## config.mk

```make
export PLATFORM = sky130hd
export DESIGN_NAME = vga_timing_gen
export DESIGN_NICKNAME = d
export VERILOG_FILES = /design/src/rtl/vga_timing_pkg.sv /design/src/rtl/sync_axis_counter.sv /design/src/rtl/vga_timing_gen.sv
export SDC_FILE = /design/constraint.sdc
export NUM_CORES = 1
export LEC_CHECK = 0
export CAP_MARGIN = 20
export CORE_MARGIN = 10
export CORE_UTILIZATION = 35
export CTS_CLUSTER_DIAMETER = 30
export DETAILED_ROUTE_END_ITERATION = 8
export SLEW_MARGIN = 5
export SYNTH_ARGS = -nofsm -noshare
export SYNTH_HDL_FRONTEND = slang
export SYNTH_SLANG_ARGS = --single-unit
```

## constraint.sdc

```tcl
create_clock -name CLK_108MHz -period 6.7 [get_ports CLK_108MHz]
set_clock_uncertainty 0.15 [all_clocks]
set_input_delay 1.34 -clock CLK_108MHz [delete_from_list [all_inputs] [get_ports CLK_108MHz]]
set_output_delay 1.34 -clock CLK_108MHz [all_outputs]
set_load 0.01 [all_outputs]
```

## src/rtl/vga_timing_pkg.sv

```systemverilog
// Default 1280x1024@60 raster timing constants for the 108 MHz pixel clock.
package vga_timing_pkg;

  localparam int CTR_W = 11;

  localparam int H_ACTIVE = 1280;
  localparam int H_FP     = 48;
  localparam int H_SYNC   = 112;
  localparam int H_BP     = 248;
  localparam int H_TOTAL  = H_ACTIVE + H_FP + H_SYNC + H_BP;

  localparam int V_ACTIVE = 1024;
  localparam int V_FP     = 1;
  localparam int V_SYNC   = 3;
  localparam int V_BP     = 38;
  localparam int V_TOTAL  = V_ACTIVE + V_FP + V_SYNC + V_BP;

  localparam logic SYNC_POL_DEFAULT = 1'b1;

endpackage

```

## src/rtl/sync_axis_counter.sv

```systemverilog
// Wrapping raster axis counter; window flags describe the value the counter will hold after this edge.
module sync_axis_counter
  import vga_timing_pkg::*;
#(
  parameter int W           = CTR_W,
  parameter int TOTAL       = H_TOTAL,
  parameter int ACT_LEN     = H_ACTIVE,
  parameter int PULSE_START = H_ACTIVE + H_FP,
  parameter int PULSE_END   = H_ACTIVE + H_FP + H_SYNC
) (
  input  logic         i_clk,
  input  logic         i_reset,
  input  logic         i_carry_in,
  output logic [W-1:0] o_count,
  output logic         o_carry_out,
  output logic         o_next_active,
  output logic         o_next_pulse
);

  logic [W-1:0] r_count;
  logic [W-1:0] w_next;
  logic         w_last;

  assign w_last      = (r_count == W'(TOTAL - 1));
  assign o_carry_out = i_carry_in && w_last;

  always_comb begin
    w_next = r_count;
    if (o_carry_out)     w_next = '0;
    else if (i_carry_in) w_next = r_count + W'(1);
  end

  assign o_next_active = (w_next < W'(ACT_LEN));
  assign o_next_pulse  = (w_next >= W'(PULSE_START)) && (w_next < W'(PULSE_END));

  // Reset parks the axis on its last position so the first advance lands on 0.
  always_ff @(posedge i_clk or posedge i_reset) begin
    if (i_reset)         r_count <= W'(TOTAL - 1);
    else if (i_carry_in) r_count <= w_next;
  end

  assign o_count = r_count;

endmodule

```

## src/rtl/vga_timing_gen.sv

```systemverilog
// Raster timing generator: pixel/line counters plus registered sync, data-enable and start strobes.
module vga_timing_gen
  import vga_timing_pkg::*;
#(
  parameter int   HACTIVE  = H_ACTIVE,
  parameter int   HFP      = H_FP,
  parameter int   HSYNC    = H_SYNC,
  parameter int   HBP      = H_BP,
  parameter int   VACTIVE  = V_ACTIVE,
  parameter int   VFP      = V_FP,
  parameter int   VSYNC    = V_SYNC,
  parameter int   VBP      = V_BP,
  parameter logic SYNC_POL = SYNC_POL_DEFAULT
) (
  input  logic             CLK_108MHz,
  input  logic             reset,
  input  logic             enable,
  output logic [CTR_W-1:0] hctr_out,
  output logic [CTR_W-1:0] vctr_out,
  output logic             hsync_out,
  output logic             vsync_out,
  output logic             de_out,
  output logic             line_start,
  output logic             frame_start,
  output logic [7:0]       max_columns,
  output logic [7:0]       max_rows
);

  localparam int HTOTAL = HACTIVE + HFP + HSYNC + HBP;
  localparam int VTOTAL = VACTIVE + VFP + VSYNC + VBP;

  logic w_h_carry, w_h_act, w_h_pulse;
  logic w_v_carry, w_v_act, w_v_pulse;
  logic r_de, r_hsync, r_vsync, r_line_start, r_frame_start;

  sync_axis_counter #(
    .W(CTR_W), .TOTAL(HTOTAL), .ACT_LEN(HACTIVE),
    .PULSE_START(HACTIVE + HFP), .PULSE_END(HACTIVE + HFP + HSYNC)
  ) u_h (
    .i_clk(CLK_108MHz), .i_reset(reset), .i_carry_in(enable),
    .o_count(hctr_out), .o_carry_out(w_h_carry),
    .o_next_active(w_h_act), .o_next_pulse(w_h_pulse)
  );

  sync_axis_counter #(
    .W(CTR_W), .TOTAL(VTOTAL), .ACT_LEN(VACTIVE),
    .PULSE_START(VACTIVE + VFP), .PULSE_END(VACTIVE + VFP + VSYNC)
  ) u_v (
    .i_clk(CLK_108MHz), .i_reset(reset), .i_carry_in(w_h_carry),
    .o_count(vctr_out), .o_carry_out(w_v_carry),
    .o_next_active(w_v_act), .o_next_pulse(w_v_pulse)
  );

  // Next position is (0,*) exactly when h wraps, and (0,0) exactly when v wraps too.
  always_ff @(posedge CLK_108MHz or posedge reset) begin
    if (reset) begin
      r_de          <= 1'b0;
      r_hsync       <= ~SYNC_POL;
      r_vsync       <= ~SYNC_POL;
      r_line_start  <= 1'b0;
      r_frame_start <= 1'b0;
    end else if (enable) begin
      r_de          <= w_h_act && w_v_act;
      r_hsync       <= w_h_pulse ? SYNC_POL : ~SYNC_POL;
      r_vsync       <= w_v_pulse ? SYNC_POL : ~SYNC_POL;
      r_line_start  <= w_h_carry;
      r_frame_start <= w_v_carry;
    end
  end

  assign de_out      = r_de;
  assign hsync_out   = r_hsync;
  assign vsync_out   = r_vsync;
  assign line_start  = r_line_start;
  assign frame_start = r_frame_start;
  assign max_columns = 8'(HACTIVE / 8);
  assign max_rows    = 8'(VACTIVE / 8);

endmodule

```

==> reports/qor.yml <==
worst_setup_path:
  critPathTopFamily: "simple AND/OR/NAND/NOR gates"
  start_kind: "input pin"
  path_max_fanout: 19
  cp.depth: 7
  worstSetupStartpoint: "enable"
  crit_type: "in2reg"
  endpoint: "de_out$_DFFE_PP0P_"
  path_cells: "clkdlybuf4s50_1 -> and4_1 -> and4_2 -> and3_1 -> o22ai_1 -> and2_1 -> a22o_1"
  reg2reg_slack_ns: 4.13
  crit_buf_inv: 1
  cpMaxStageDelayCell: "clkdlybuf4s50_1"
  max_stage_delay_ns: 0.65
  cp.arrival_ns: 3.55
  rr_worst_depth: 7
  r2r-end: "de_out$_DFFE_PP0P_"
  worstPathRequired_ns: 6.71
  crit_path_end_kind: "register"
  reg2reg_from: "u_h.o_count[0]$_DFFE_PP1P_"
cts:
  clk_path_buf_depth: 2
  holdBufCountCts: 0
  cts.sinks: 27
  clkSlewWorstSetupHoldPaths_ns: 0.09
  root_buffer: "clkbuf_8"
  post_cts_resized: 0
  clock_latency_ns: 0.27
  tritoncts: "built"
  cts-buffers-inserted: 3
  htreeDepth: 1
  postCtsSetupRepairBufs: 0
grt:
  antenna_found_initial: 0
  grt_pass1_vias: 1331
  grt_util_all_layers_pct: 10.3
  grt_start_max_net_pins: 28
  gr-total-overflow: 0
  grt_pass1_wl_um: 6540
synthesis:
  syn_inst: 170
  seq_area_frac_synth_pct: 41.6
  ys_seq_elements: 27
  synthesis.area_sq_um: 1660
  ys_async_sr_fraction_pct: 100
  avgSynthCellArea_sq_um: 9.76
  synth.distinct_cells: 50
  yosysWarnings: 0
  yosysMostFrequentCell: "buf_4"
  synth_edf_count: 0
  synth.top_cell.area_share_pct: 24.1
  synth_ff_type: "dfrtp_1"
  synth_common_cells: "buf_4 (17), dfrtp_1 (16), nand2_1 (14), dfstp_2 (11), nor2_1 (11)"
  synthTopCellsByArea: "dfrtp_1 (24%), dfstp_2 (17%), buf_4 (7.7%)"
  yosysTopAreaCell: "dfrtp_1"
drt:
  wirelength_um: 3900
  wl_per_cell_um: 15.7
  dr.pass1.iters: 4
  drc: 0
  routed_via_density: 5.14
  drtIter0Drc: 116
  detail-route-antenna-nets: 0
  via_count: 1274
sta:
  finalCritPeriodShare_pct: 52.9
  slew_violations: 0
  worst_slack_ns: 3.16
  max_clock_freq_mhz: 282
  setup_violations: 0
  tns_ns: 0
  hold_viol_final: 0
  fin_crit_ns: 3.54
  rsz0062_at_grt: "no"
floorplan:
  core_sq_um: 4470
  dieArea_sq_um: 7890
  dieWidth_um: 88.9
  row_count: 24
  die_y_um: 88.9
  initial_core_util_pct: 37.1
  io_pins: 46
pwr:
  seqPwrFrac_pct: 51.8
  p_leak_nw: 0.841
  power_uw: 440
  swShare_pct: 31.1
  p_sw_uw: 137
  clockPowerShare_pct: 20.3
  power_density_nw_per_um2: 223
  intPower_uw: 303
  vdd_drop_max_mv: 0.152
  p_comb_share_pct: 27.9
final_layout:
  drive_gt1_share_pct: 12.8
  fin_util_pct: 44.2
  antenna-diode-count: 0
  nFillCells: 441
  layout.nets: 203
  area_growth_syn_to_layout_pct: 19.1
  fin_area_sq_um: 1980
placed_design:
  dp_slack_ns: 2.87
  place_congestion: 0.833
  hpwl_um: 2940
  place_area_sq_um: 1900
  portBuffers: 29
flow_run:
  cap_violations: 0
outcome:
  status: "completed"
worst_hold_path:
  hold_path_class: "reg2reg"
## sequential cells by signal, indices dropped and copies added (netlist names)
name         flops
u_h.o_count     11
u_v.o_count     11
de_out           1
frame_start      1
hsync_out        1
line_start       1
vsync_out        1
## worst min-delay path by stage
stage / startpoint / to / slack, ns / cells after the start
after floorplan: line_start$_DFFE_PP0P_ / line_start$_DFFE_PP0P_ / 0.37 / 1
after global placement: line_start$_DFFE_PP0P_ / line_start$_DFFE_PP0P_ / 0.33 / 1
after detailed placement: line_start$_DFFE_PP0P_ / line_start$_DFFE_PP0P_ / 0.32 / 1
after CTS: line_start$_DFFE_PP0P_ / line_start$_DFFE_PP0P_ / 0.35 / 1
after global routing: line_start$_DFFE_PP0P_ / line_start$_DFFE_PP0P_ / 0.38 / 1
final: line_start$_DFFE_PP0P_ / line_start$_DFFE_PP0P_ / 0.34 / 1
## power groups by stage
stage | sequential [mW] | clock (mW) | combinational (mW)
after global routing | 0.233 | 0.0990 | 0.140
after floorplan | 0.235 | 0 | 0.0675
after detailed placement | 0.231 | 0 | 0.124
after CTS | 0.229 | 0.0982 | 0.124
after global placement | 0.232 | 0 | 0.123
final | 0.228 | 0.0895 | 0.123
## routing by layer
layer	GRT usage, %	part of all wire (%)	wire, um
met5	0	0	0
met1	13.6	48	1860
met3	2.57	5.7	223
met4	3.96	1.1	41
met2	15.8	45	1770
## kinds of logic (layout without fill, tap and decap cells)
family / count (synthesis) / after routing / share of synthesized area [%]
xor gates and xnor gates: 13 / 13 / 6.86
adders and majority gates: 3 / 3 / 2.26
AOI/OAI and AO/OA: 33 / 33 / 14.7
buffers and inverters: 29 / 41 / 11.5
other: 2 / 16 / 0.453
DFF: 27 / 27 / 41.6
muxes: 1 / 1 / 0.603
and+or+nand+nor: 62 / 62 / 22.1
## through the flow
stage	hold WS (ns)	std cells
floorplan	0.368	184
global placement	0.329	243
detailed placement	0.319	243
CTS	0.346	247
global route	0.382	248
finish	0.343	248
## cells in the final DEF, fill, tap and decap left out, drive strengths merged, types with 3 or more instances in the layout
master and instances:
a21oi 3, a31oi 3, and3 3, and4 3
clkbuf 4, clkdlybuf4s50 29, conb 16, dfrtp 16
dfstp 11, ha 3, inv 7, nand2 14
nand3 9, nand4 6, nor2 11, nor4bb 3
o21ai 7, o22ai 3, xnor2 9, xor2 4
## cell type report
type | instances | area, sq um | share of cell area (%)
Timing Repair Buffer | 30 | 318 | 16.1
Clock buffer | 4 | 45.0 | 2.28
Inverter | 7 | 26.3 | 1.33
Multi-Input combinational cell | 128 | 832 | 42.1
Sequential cell | 27 | 689 | 34.9
Tap cell | 52 | 65.1 | 3.29
## worst register-to-register path: cells and delay by family, from the launching register on
kind / cells / cell delay, ns
compound gates: 2 / 0.31
fa+ha+maj: 1 / 0.22
flops: 1 / 0.58
simple gates: 4 / 1.21
Power figures use the tool's default switching activity.
